<file path="src/rtl/if_fetch_ctrl_if.sv">
// Instruction-memory request/acknowledge bus between the fetch controller
// (master) and the instruction memory (slave).
interface if_fetch_ctrl_if;
   logic        imem_req;
   logic [31:0] imem_addr;
   logic        imem_ack;
   logic [31:0] imem_rdata;

   modport master (
      output imem_req,
      output imem_addr,
      input  imem_ack,
      input  imem_rdata
   );

   modport slave (
      input  imem_req,
      input  imem_addr,
      output imem_ack,
      output imem_rdata
   );
endinterface

</file>
<file path="src/rtl/if_fetch_ctrl.sv">
// Instruction-fetch front end: owns the fetch PC, runs the imem req/ack
// handshake, buffers a returned word across IF/ID stalls and discards
// in-flight or buffered fetches on branch/jump redirects.
module if_fetch_ctrl #(
   parameter logic [31:0] RESET_PC = 32'h0000_3000,
   parameter logic [31:0] NOP_INST = 32'h0000_0000
) (
   input  logic               clk,
   input  logic               rst_n,
   input  logic               stall,
   input  logic               redirect_en,
   input  logic [31:0]        redirect_addr,
   if_fetch_ctrl_if.master    imem,
   output logic [31:0]        fetch_inst,
   output logic [31:0]        pc_output,
   output logic [31:0]        npc_output,
   output logic               ifreg_write_en
);

   typedef enum logic [1:0] {IDLE, FETCH, HOLD, DRAIN} state_t;

   state_t      state, state_nxt;
   logic [31:0] fetch_pc, fetch_pc_nxt;
   logic [31:0] hold_inst, hold_inst_nxt;
   logic [31:0] pend_pc, pend_pc_nxt;
   logic [31:0] redirect_pc;
   logic [31:0] seq_pc;
   logic        unused_low;

   // Redirect targets are always word aligned; the low address bits carry no information.
   assign redirect_pc = {redirect_addr[31:2], 2'b00};
   assign unused_low  = ^redirect_addr[1:0];
   assign seq_pc      = fetch_pc + 32'd4;

   // The address stays on fetch_pc in every state, so it is stable for the
   // whole life of a request, including while a redirected fetch drains.
   assign imem.imem_addr = fetch_pc;
   assign pc_output      = fetch_pc;
   assign npc_output     = seq_pc;

   // State and datapath registers.
   // NOTE: sequential state uses non-blocking assignments so every register
   // samples the values computed before the edge, independent of block order.
   always_ff @(posedge clk or negedge rst_n) begin
      if (!rst_n) begin
         state     <= IDLE;
         fetch_pc  <= RESET_PC;
         // NOTE: hold_inst is reset to a known NOP so a stale buffer can never
         // leak onto fetch_inst after reset; it is a single word, not a memory.
         hold_inst <= NOP_INST;
         pend_pc   <= '0;
      end else begin
         state     <= state_nxt;
         fetch_pc  <= fetch_pc_nxt;
         hold_inst <= hold_inst_nxt;
         pend_pc   <= pend_pc_nxt;
      end
   end

   // Next-state and next-datapath decode.
   always_comb begin
      // NOTE: every variable gets a default first so no path infers a latch.
      state_nxt     = state;
      fetch_pc_nxt  = fetch_pc;
      hold_inst_nxt = hold_inst;
      pend_pc_nxt   = pend_pc;
      case (state)
         IDLE: begin
            state_nxt = FETCH;
            if (redirect_en) fetch_pc_nxt = redirect_pc;
         end
         FETCH: begin
            if (imem.imem_ack) begin
               if (redirect_en) begin
                  fetch_pc_nxt = redirect_pc;
               end else if (stall) begin
                  hold_inst_nxt = imem.imem_rdata;
                  state_nxt     = HOLD;
               end else begin
                  fetch_pc_nxt = seq_pc;
               end
            end else if (redirect_en) begin
               pend_pc_nxt = redirect_pc;
               state_nxt   = DRAIN;
            end
         end
         HOLD: begin
            if (redirect_en) begin
               fetch_pc_nxt  = redirect_pc;
               hold_inst_nxt = NOP_INST;
               state_nxt     = FETCH;
            end else if (!stall) begin
               fetch_pc_nxt = seq_pc;
               state_nxt    = FETCH;
            end
         end
         DRAIN: begin
            // The latest redirect wins, even one arriving with the drain ack.
            if (redirect_en) pend_pc_nxt = redirect_pc;
            if (imem.imem_ack) begin
               fetch_pc_nxt = redirect_en ? redirect_pc : pend_pc;
               state_nxt    = FETCH;
            end
         end
         default: state_nxt = IDLE;
      endcase
   end

   // Handshake and IF/ID outputs; delivery is combinational from ack.
   always_comb begin
      imem.imem_req  = 1'b0;
      ifreg_write_en = 1'b0;
      fetch_inst     = NOP_INST;
      case (state)
         FETCH: begin
            imem.imem_req = 1'b1;
            if (imem.imem_ack && !redirect_en && !stall) begin
               ifreg_write_en = 1'b1;
               fetch_inst     = imem.imem_rdata;
            end
         end
         HOLD: begin
            fetch_inst = hold_inst;
            if (!redirect_en && !stall) ifreg_write_en = 1'b1;
         end
         DRAIN:   imem.imem_req = 1'b1;
         default: imem.imem_req = 1'b0;
      endcase
   end

endmodule
</file>
<file path="src/flat_wrapper.sv">
// flat-port wrapper written by rule: the top's interface ports become plain ports
module if_fetch_ctrl_flat 
#(
   parameter logic [31:0] RESET_PC = 32'h0000_3000,
   parameter logic [31:0] NOP_INST = 32'h0000_0000
)
  (clk, rst_n, stall, redirect_en, redirect_addr, fetch_inst, pc_output, npc_output, ifreg_write_en, imem_imem_req, imem_imem_addr, imem_imem_ack, imem_imem_rdata);
  if_fetch_ctrl_if imem_i ();
  input  logic clk;
  input  logic rst_n;
  input  logic stall;
  input  logic redirect_en;
  input  logic [31:0] redirect_addr;
  output logic [31:0] fetch_inst;
  output logic [31:0] pc_output;
  output logic [31:0] npc_output;
  output logic ifreg_write_en;
  output wire logic [$bits(imem_i.imem_req)-1:0] imem_imem_req;
  output wire logic [$bits(imem_i.imem_addr)-1:0] imem_imem_addr;
  input wire logic [$bits(imem_i.imem_ack)-1:0] imem_imem_ack;
  input wire logic [$bits(imem_i.imem_rdata)-1:0] imem_imem_rdata;
  assign imem_imem_req = imem_i.imem_req;
  assign imem_imem_addr = imem_i.imem_addr;
  assign imem_i.imem_ack = imem_imem_ack;
  assign imem_i.imem_rdata = imem_imem_rdata;
  if_fetch_ctrl #(.RESET_PC(RESET_PC), .NOP_INST(NOP_INST)) u_core (.clk(clk), .rst_n(rst_n), .stall(stall), .redirect_en(redirect_en), .redirect_addr(redirect_addr), .imem(imem_i), .fetch_inst(fetch_inst), .pc_output(pc_output), .npc_output(npc_output), .ifreg_write_en(ifreg_write_en));
endmodule
</file>
<file path="config.mk">
export PLATFORM = sky130hd
export DESIGN_NAME = if_fetch_ctrl_flat
export DESIGN_NICKNAME = d
export VERILOG_FILES = /design/src/rtl/if_fetch_ctrl_if.sv /design/src/rtl/if_fetch_ctrl.sv /design/src/flat_wrapper.sv
export SDC_FILE = /design/constraint.sdc
export NUM_CORES = 1
export LEC_CHECK = 0
export BUFFER_PORTS_ARGS = -buffer_cell sky130_fd_sc_hd__buf_4
export CAP_MARGIN = 20
export CORE_ASPECT_RATIO = 0.5
export CORE_MARGIN = 2
export CORE_UTILIZATION = 55
export CTS_CLUSTER_SIZE = 25
export DETAILED_ROUTE_END_ITERATION = 12
export GPL_ROUTABILITY_DRIVEN = 0
export PLACE_DENSITY_LB_ADDON = 0.25
export SETUP_SLACK_MARGIN = 0.15
export SYNTH_ARGS = -nofsm -noshare
export SYNTH_HDL_FRONTEND = slang
export SYNTH_SLANG_ARGS = --single-unit
</file>
<file path="constraint.sdc">
create_clock -name clk -period 3.7 [get_ports clk]
set_input_delay 0.185 -clock clk [delete_from_list [all_inputs] [get_ports clk]]
set_output_delay 0.185 -clock clk [all_outputs]
set_load 0.005 [all_outputs]
</file>
==> flow_metrics.py, run 1 <==
metrics = {
    "global_route": {
        "antenna_found_initial": 0,
        "grt_use_met3_pct": 6.94,
        "grt_use_met1_pct": 39.6,
        "grt_overflow": 0,
        "grt_pass1_wl_mm": 26.9,
        "busiest_layer": "met2",
        "grt_pass1_vias": 5355,
        "grt_util_met2_pct": 45.8,
        "track_usage_pct": 28.9,
        "grt_max_degree": 78,
    },
    "critical_path": {
        "cp.required_ps": 3510,
        "rrSetupSlack_ps": 1000,
        "crit_start": "u_core.imem.imem_addr[4]",
        "crit_path_end_kind": "output port",
        "r2r_end": "u_core.imem.imem_addr[30]",
        "worstReg2RegStart": "u_core.state[0]",
        "rr_worst_depth": 7,
        "cp-endpoint": "npc_output[23]",
        "crit_path_start_kind": "flip-flop",
        "arrival_ps": 2630,
        "crit_type": "flip-flop to output port",
        "critPathMaxFanout": 10,
    },
    "floorplan": {
        "io_pins": 199,
        "rows": 26,
        "core_area_mm2": 0.0104,
        "initial_core_util_pct": 57.6,
        "die-area_mm2": 0.0118,
        "die_h_um": 77.8,
        "die_w_um": 152,
    },
    "logic_synthesis": {
        "synth_edf_count": 0,
        "synthFlopType": "dfrtp_1",
        "synth_nets": 698,
        "syn-instance-count": 622,
        "syn-cell-area_mm2": 0.00600,
        "postSynthAreaPerCell_um2": 9.64,
        "ys_seq_elements": 98,
        "synth.distinct_cells": 55,
        "synthArstFlopShare_pct": 100,
        "yosys_warnings": 0,
        "synth-seq-area-share_pct": 40.9,
    },
    "sta": {
        "finalHoldViolCount": 0,
        "period_needed_ps": 2820,
        "slew_headroom_pct": 27.4,
        "rsz0062_at_grt": "false",
        "clock_skew_ps": 5.24,
        "setup_tns_ps": 0,
        "maxSlewViolCount": 0,
        "worstMarginPinSlew_ps": 1080,
        "setup_viol": 0,
        "fin_crit_sh_pct": 76.2,
        "fmax_mhz": 355,
    },
    "status": {
        "status": "completed",
    },
    "final_layout": {
        "stdcell_area_mm2": 0.00765,
        "layout.nets": 839,
        "drive_above_1_share_pct": 34.8,
        "area_growth_pct": 27.5,
        "nFillCells": 796,
        "n_antenna_cell": 0,
    },
    "placement": {
        "dp.final_hpwl_mm": 11.7,
        "io_buffers": 196,
        "place_area_mm2": 0.00732,
    },
    "power_and_ir_drop": {
        "leakagePower_nw": 3.48,
        "power.density_mw_per_mm2": 787,
        "ir_drop_v": 0.000322,
    },
    "clock_tree": {
        "h-tree-depth": 3,
        "post_cts_resized": 0,
        "clock-root-buffer": "clkbuf_16",
        "numCtsBuffers": 9,
        "cts_tree": "yes",
        "postCtsHoldBufs": 0,
        "cts_sinks": 98,
        "postCtsSetupBuffers": 0,
        "clk_pin_slew_ps": 70,
        "clkLatencyLatePin_ps": 340,
        "clockBufferDepth": 2,
    },
    "drt": {
        "drc": 0,
        "antenna_left": 0,
        "drt_pass1_iterations": 5,
        "vias_per_cell": 6.16,
        "drtIter0Drc": 501,
        "num_vias": 5597,
        "wl_per_cell_um": 19.0,
        "wirelength_mm": 17.3,
    },
    "worst_hold_path": {
        "min_path_type": "primary input to flip-flop",
        "hold_path_depth": 2,
    },
    "job": {
        "maxCapViolations": 0,
    },
}
[worst min-delay path by stage]
stage,from,slack [ps],endpoint
finish,imem_imem_rdata[22],70,u_core.hold_inst[22]
global route,imem_imem_rdata[14],70,u_core.hold_inst[14]
CTS,rst_n,40,u_core.hold_inst[6]
detailed placement,rst_n,410,u_core.hold_inst[20]
global placement,rst_n,410,u_core.hold_inst[6]
floorplan,rst_n,-110,u_core.hold_inst[0]
[synth_stat cells, types with 3 or more instances]
cell type	n	area share, %
a31oi_1	6	0.63
nor2_1	40	2.5
ha_1	7	1.5
inv_1	9	0.56
and4_1	7	1.0
a21oi_1	8	0.67
nand2b_1	5	0.52
nand3_1	15	1.3
a32o_1	7	1.2
o2bb2ai_1	7	1.0
nand4_1	11	1.1
a211o_1	3	0.44
xnor2_1	13	1.9
nor4_1	6	0.63
buf_2	6	0.50
or4_1	3	0.38
and2_1	7	0.73
a222oi_1	6	1.0
buf_1	5	0.31
o21ai_0	33	2.8
dfrtp_1	96	40
a22o_1	37	5.4
nor2b_1	34	3.5
a211oi_1	4	0.50
xor2_1	15	2.2
nand2_1	28	1.8
and3_1	8	0.83
mux2_2	30	5.6
nor3_1	15	1.3
clkbuf_1	32	2.0
a21o_1	3	0.38
buf_4	35	4.4
o22ai_1	4	0.42
a22oi_1	38	4.8
mux2i_1	4	0.67
o31ai_1	5	0.63
a221oi_1	9	1.3
[metrics by stage]
step                      setup slack (ps)  total power, mW  hold slack (ps)  std cells  util (%)
after global placement                1180             4.95              411        890      70.3
after CTS                              929             6.00             39.2        906      73.1
after detailed placement              1090             5.08              410        890      70.3
after floorplan                       1460             3.91             -111        622         -
final                                  881             6.02             73.0        908      73.5
after global routing                   773             6.38             66.1        908      73.5
[cell type report]
class                           count  area, µm²  share of cell area [%]
Clock buffer                       10        239                    3.12
Clock inverter                      6       50.0                   0.654
Inverter                            9       33.8                   0.442
Multi-Input combinational cell    434       3090                    40.4
Sequential cell                    98       2450                    32.1
Tap cell                          140        175                    2.29
Timing Repair Buffer              211       1610                    21.0
[cell usage in the layout, fill, tap and decap left out, drive strengths merged, types with 4 or more instances in the layout]
cell type / instances
nand2b: 5
nor3: 15
o2bb2ai: 7
and2: 7
dfrtp: 96
a32o: 7
mux2: 30
nor2: 40
xor2: 15
xnor2: 13
and3: 8
nor4: 7
nand2: 28
clkbuf: 10
nand4: 11
nor2b: 34
o22ai: 4
a22oi: 38
a31oi: 6
a211oi: 4
a222oi: 6
o21ai: 33
a21oi: 8
and4: 7
nand3: 15
buf: 210
ha: 7
a22o: 37
inv: 11
mux2i: 4
o31ai: 5
a221oi: 9
[cells by family (layout without fill, tap and decap cells)]
kind of cell             Yosys count  count (layout)  share of synthesized area (%)
AO/OA/AOI/OAI                    180             180                           22.5
AND/OR/NAND/NOR                  185             185                           16.6
adder cells (fa/ha/maj)            7               7                           1.46
flip-flops                        98              98                           40.9
XOR/XNOR                          28              28                           4.09
buffers and inverters             90             236                           8.11
multiplexers                      34              34                           6.30
[critical path: stages, from the launching register on]
cell,delay (ps)
dfrtp_1,520
and4_1,450
nand4_1,390
nor3_1,620
xor2_1,190
buf_4,130
[power breakdown]
part	leakage [nW]	internal, mW	switching (mW)
sequential	1.20	1.59	0.569
clock	0.136	0.482	0.428
combinational	2.15	1.59	1.36
total	3.48	3.66	2.36
[per-layer routing]
metal	wire, µm	part of all wire (%)
met3	1570	9.1
met4	255	1.5
met2	8150	47
met5	0	0
met1	7320	42
[flip-flops by register name, summed over array words and instances, names as in the netlist]
signal / count
u_core.state: 2
u_core.imem.imem_addr: 32
u_core.pend_pc: 32
u_core.hold_inst: 32
Note: power is estimated with default switching activity, not from simulation.
==> run 2: changes to the inputs <==
--- a/config.mk
+++ b/config.mk
@@ -9,7 +9,7 @@
 export CAP_MARGIN = 20
 export CORE_ASPECT_RATIO = 0.5
 export CORE_MARGIN = 2
-export CORE_UTILIZATION = 55
+export CORE_UTILIZATION = 46
 export CTS_CLUSTER_SIZE = 25
 export DETAILED_ROUTE_END_ITERATION = 12
 export GPL_ROUTABILITY_DRIVEN = 0
==> constraint.sdc (replaced) <==
create_clock -name clk -period 2.4 [get_ports clk]
set_input_delay 0.12 -clock clk [delete_from_list [all_inputs] [get_ports clk]]
set_output_delay 0.12 -clock clk [all_outputs]
set_load 0.005 [all_outputs]
==> run 2 against run 1 <==
Non-clock buffer count rose by 74. Design area rose by 13%. Clock skew rose by 1.3 ps. Critical path depth rose by 5. Combinational power rose by 81%. Core utilization fell by 5.4 points. Critical endpoint is now fetch_inst[10]. Largest cell class unchanged.
==> flow_metrics.py, run 2 (synthesis gave the netlist of run 1 again) <==
metrics = {
    "drt": {
        "antenna_left": 0,
        "drc": 0,
        "drtIter0Drc": 433,
        "drt_pass1_iterations": 6,
        "wirelength_mm": 19.1,
        "num_vias": 5974,
        "vias_per_cell": 5.90,
        "wl_per_cell_um": 18.9,
    },
    "global_route": {
        "antenna_found_initial": 0,
        "grt_pass1_wl_mm": 28.8,
        "grt_overflow": 0,
        "track_usage_pct": 26.2,
        "grt_pass1_vias": 5471,
        "grt_max_degree": 45,
    },
    "final_layout": {
        "stdcell_area_mm2": 0.00864,
        "fin_util_pct": 68.0,
        "drive_above_1_share_pct": 45.2,
        "instances_no_fill": 1012,
        "area_growth_pct": 44.1,
        "layout.nets": 913,
        "n_antenna_cell": 0,
        "mostFrequentLayoutCell": "buf_4",
        "final_cell_mix": "buf_4, dfrtp_1, a22o_1",
    },
    "power_and_ir_drop": {
        "power.density_mw_per_mm2": 1170,
        "power_frac_seq_pct": 32.2,
        "internal_power_mw": 6.21,
        "p_switching_mw": 3.88,
        "leakagePower_nw": 3.89,
        "p_comb_share_pct": 53.0,
        "power_mw": 10.1,
        "p_sw_share_pct": 38.5,
        "clkPwrFrac_pct": 14.8,
        "ir_drop_v": 0.000547,
    },
    "critical_path": {
        "crit_type": "flip-flop to output port",
        "r2r_end": "u_core.imem.imem_addr[30]",
        "worstReg2RegStart": "u_core.state[0]",
        "crit_path_start_kind": "flip-flop",
        "rr_worst_depth": 6,
        "critPathMaxFanout": 8,
        "arrival_ps": 2110,
        "cp.required_ps": 2280,
        "crit_path_end_kind": "output port",
        "rrSetupSlack_ps": 180,
    },
    "floorplan": {
        "die_h_um": 84.7,
        "initial_core_util_pct": 47.2,
        "io_pins": 199,
        "core_area_mm2": 0.0127,
        "rows": 29,
        "die-area_mm2": 0.0140,
        "die_w_um": 165,
    },
    "sta": {
        "finalHoldViolCount": 0,
        "fin_crit_sh_pct": 93.1,
        "rsz0062_at_grt": "true",
        "fin_hold_ws_ps": 14.5,
        "setup_tns_ps": 0,
        "clock_skew_ps": 6.49,
        "period_needed_ps": 2230,
        "slew_headroom_pct": 49.3,
        "setup_viol": 0,
        "maxSlewViolCount": 0,
        "worstMarginPinSlew_ps": 754,
        "fmax_mhz": 447,
        "worst_slack_ps": 165,
    },
    "clock_tree": {
        "clkLatencyLatePin_ps": 350,
        "clockBufferDepth": 2,
        "cts_tree": "yes",
        "clock-root-buffer": "clkbuf_16",
        "clk_pin_slew_ps": 70,
        "numCtsBuffers": 9,
        "h-tree-depth": 3,
        "cts_sinks": 98,
    },
    "job": {
        "maxCapViolations": 0,
    },
    "worst_hold_path": {
        "hold_path_depth": 2,
        "min_path_type": "primary input to flip-flop",
        "hold_end": "u_core.hold_inst[28]",
        "worstHoldStart": "imem_imem_rdata[28]",
    },
    "status": {
        "status": "completed",
    },
    "placement": {
        "dp_slack_ps": 32.5,
        "dp.final_hpwl_mm": 12.6,
        "place_area_mm2": 0.00759,
        "placed_cells": 946,
        "io_buffers": 196,
    },
}
run 2: changes by cell type in the layout (fill, tap and decap cells not counted), moves of 14 or more:
cell,before,now
buf_4,209,253
dfrtp_1,96,82
a22oi_2,0,25
a22oi_1,38,13
dlygate4sd3_1,1,21
dfrtp_2,0,14
run 2: worst max path at each step:
stage                          startpoint                   endpoint  slack (ps)
after floorplan           u_core.state[0]  u_core.imem.imem_addr[30]         160
after global placement    u_core.state[0]  u_core.imem.imem_addr[17]         100
after detailed placement  u_core.state[0]  u_core.imem.imem_addr[10]          30
after CTS                 u_core.state[0]  u_core.imem.imem_addr[15]         120
after global routing      u_core.state[1]             fetch_inst[10]          60
final                     u_core.state[1]             fetch_inst[10]         170
run 2: final cells by class:
| cell class | count | area (µm²) |
|---|---|---|
| Multi-Input combinational cell | 434 | 3340 |
| Clock buffer | 10 | 229 |
| Sequential cell | 98 | 2470 |
| Fill cell | 974 | 4060 |
| Timing Repair Buffer | 285 | 2280 |
| Inverter | 9 | 33.8 |
| Tap cell | 170 | 213 |
| Clock inverter | 6 | 70.1 |
run 2: power by group through the flow:
stage               combinational (mW)  clock [mW]  sequential [mW]
floorplan                         2.98           0             3.05
global placement                  4.76           0             3.17
detailed placement                4.90           0             3.20
CTS                               4.97        1.52             3.21
global route                      5.78        1.58             3.36
finish                            5.35        1.49             3.25
run 2: what timing repair did:
action                                  4_1_cts  5_1_grt
gates resized for setup                      18       74
cloned                                        0        3
endpoints found under the setup margin       59       66
buffers inserted                              6       20
hold buffers                                 21        0
pin swaps                                     5       12
hold endpoints to repair                     62        0
run 2: layer usage:
layer | global-route usage (%) | part of all wire [%] | wire [µm] | vias to the layer above
met1 | 36.2 | 43 | 8110 | 2930
met2 | 42.7 | 48 | 9210 | 298
met4 | 5.33 | 1.3 | 245 | 0
met3 | 5.78 | 7.9 | 1510 | 27
li1 | - | - | - | 2719
met5 | 0 | 0 | 0 | -
run 2: critical path: stages (launching register included):
cell and delay (ps):
dfrtp_1 420, inv_2 140, ha_4 160, buf_6 110, nand2_4 60, nor3_4 190
buf_4 140, buf_8 130, a22oi_2 70, nor2b_1 190, buf_4 140
==> run 3: changes to the inputs <==
==> constraint.sdc (replaced) <==
create_clock -name clk -period 1.79 [get_ports clk]
set_input_delay 0.0895 -clock clk [delete_from_list [all_inputs] [get_ports clk]]
set_output_delay 0.0895 -clock clk [all_outputs]
set_load 0.005 [all_outputs]
==> run 3 against run 2 <==
The flow now finishes with violations (setup timing). Sequential share of layout area decreased by 7.1 points. Core utilization increased by 22 points. Routed wire length increased by 78%. First-iteration DRC count increased to 3.3 times the previous value. Hold slack got worse by 13 ps. Design area increased by 32%.
==> flow_metrics.py, run 3 (synthesis gave the netlist of run 1 again) <==
metrics = {
    "sta": {
        "worstMarginPinSlew_ps": 678,
        "fin_crit_sh_pct": 147,
        "period_needed_ps": 2620,
        "setup_viol": 155,
        "clock_skew_ps": 10.7,
        "finalHoldViolCount": 0,
        "fin_hold_ws_ps": 1.27,
        "rsz0062_at_grt": "true",
        "maxSlewViolCount": 0,
        "slew_headroom_pct": 54.5,
        "fmax_mhz": 381,
        "worst_slack_ps": -833,
    },
    "critical_path": {
        "cp.required_ps": 2030,
        "arrival_ps": 2870,
        "crit_path_end_kind": "flip-flop",
        "critPathMaxFanout": 5,
        "crit_start": "u_core.state[1]",
        "path_cells": "buf_4 > ha_4 > buf_4 > or2_4 > buf_6 > a32o_1 > nor2_2 > o31ai_2 > a32o_1",
        "crit_path_start_kind": "flip-flop",
        "crit_type": "flip-flop to flip-flop",
        "crit_path_top_delay_cell": "dfrtp_1",
        "cp_top_family": "compound AO/OA/AOI/OAI gates",
        "worstReg2RegStart": "u_core.state[1]",
        "slowest_delay_ps": 410,
        "path_buf_inv": 3,
    },
    "drt": {
        "wl_per_cell_um": 28.3,
        "wirelength_mm": 33.9,
        "num_vias": 8146,
        "drt_pass1_iterations": 6,
        "antenna_left": 0,
        "vias_per_cell": 6.80,
        "drc": 0,
        "drtIter0Drc": 1434,
    },
    "clock_tree": {
        "clkLatencyLatePin_ps": 360,
        "cts_sinks": 98,
        "clockBufferDepth": 2,
        "h-tree-depth": 3,
        "cts_tree": "yes",
        "clock-root-buffer": "clkbuf_16",
        "numCtsBuffers": 9,
        "clk_pin_slew_ps": 80,
    },
    "floorplan": {
        "core_area_mm2": 0.0127,
        "io_pins": 199,
        "die_w_um": 165,
        "die-area_mm2": 0.0140,
        "initial_core_util_pct": 47.2,
        "die_h_um": 84.7,
        "rows": 29,
    },
    "final_layout": {
        "multiInputGateArea_mm2": 0.00411,
        "drive_above_1_share_pct": 61.2,
        "n_antenna_cell": 0,
        "fin_util_pct": 90.2,
        "stdcell_area_mm2": 0.0114,
        "area_growth_pct": 90.9,
        "final_cell_mix": "buf_4, dfrtp_1, buf_6",
        "mostFrequentLayoutCell": "buf_4",
        "layout.nets": 1099,
        "regArea_mm2": 0.00246,
        "nFillCells": 457,
    },
    "power_and_ir_drop": {
        "p_comb_share_pct": 66.0,
        "power_mw": 18.9,
        "power_frac_seq_pct": 23.1,
        "ir_drop_v": 0.00101,
        "p_sw_share_pct": 42.4,
        "clkPwrFrac_pct": 10.9,
        "p_switching_mw": 8.02,
        "internal_power_mw": 10.9,
        "leakagePower_nw": 5.29,
        "power.density_mw_per_mm2": 1650,
    },
    "global_route": {
        "grt_max_degree": 38,
        "grt_pass1_wl_mm": 39.9,
        "track_usage_pct": 36.9,
        "grt_pass1_vias": 7398,
        "grt_overflow": 0,
        "antenna_found_initial": 0,
    },
    "status": {
        "status": "finished, violations left",
        "violations": "setup timing",
    },
    "placement": {
        "io_buffers": 196,
        "place_area_mm2": 0.00822,
        "dp.final_hpwl_mm": 13.4,
        "dp_slack_ps": -368,
    },
    "worst_hold_path": {
        "worstHoldStart": "redirect_addr[4]",
        "min_path_type": "primary input to flip-flop",
    },
    "job": {
        "maxCapViolations": 0,
    },
}
[run 3: metal layers]
metal | up-vias | wire (µm) | GRT usage, %
met3 | 316 | 4620 | 9.54
met5 | - | 0 | 0
li1 | 3092 | - | -
met2 | 906 | 14800 | 60.4
met1 | 3832 | 11700 | 45.7
met4 | 0 | 2840 | 18.3
[run 3: worst paths after layout]
path / end / slack (ps) / depth (start not counted)
min: u_core.pend_pc[4] / 1 / 2
min reg2reg: u_core.pend_pc[31] / 520 / 1
max: u_core.imem.imem_addr[16] / -830 / 9
min in group asynchronous: u_core.imem.imem_addr[7] / 220 / 2
max reg2reg: u_core.imem.imem_addr[16] / -830 / 9
max in group asynchronous: u_core.hold_inst[26] / 770 / 3
[run 3: per-stage QoR]
step | std cells | setup TNS, ps
2_1_floorplan | 622 | -7900
3_3_place_gp | 1003 | -7070
3_5_place_dp | 1003 | -12160
4_1_cts | 1144 | -27060
5_1_grt | 1198 | -53140
6_report | 1198 | -48700
[run 3: power by group through the flow]
stage	combinational (mW)	sequential, mW	clock, mW
detailed placement	7.80	4.01	0
global route	12.8	4.40	2.13
finish	12.5	4.38	2.06
floorplan	4.37	4.12	0
CTS	9.69	4.09	1.99
global placement	7.58	3.97	0
[run 3: area by class of cell]
type | count | share of cell area [%]
Clock inverter | 6 | 0.579
Tap cell | 170 | 1.86
Clock buffer | 10 | 2.00
Timing Repair Buffer | 468 | 37.8
Sequential cell | 98 | 21.5
Inverter | 9 | 0.350
Multi-Input combinational cell | 437 | 35.9
[run 3: timing repair]
action / CTS / global route
resized for setup: 169 / 106
setup buffers: 66 / 47
pin swaps: 78 / 60
hold endpoints to repair: 92 / 2
gates cloned: 11 / 5
endpoints found under the setup margin: 158 / 160
hold buffers: 48 / 2
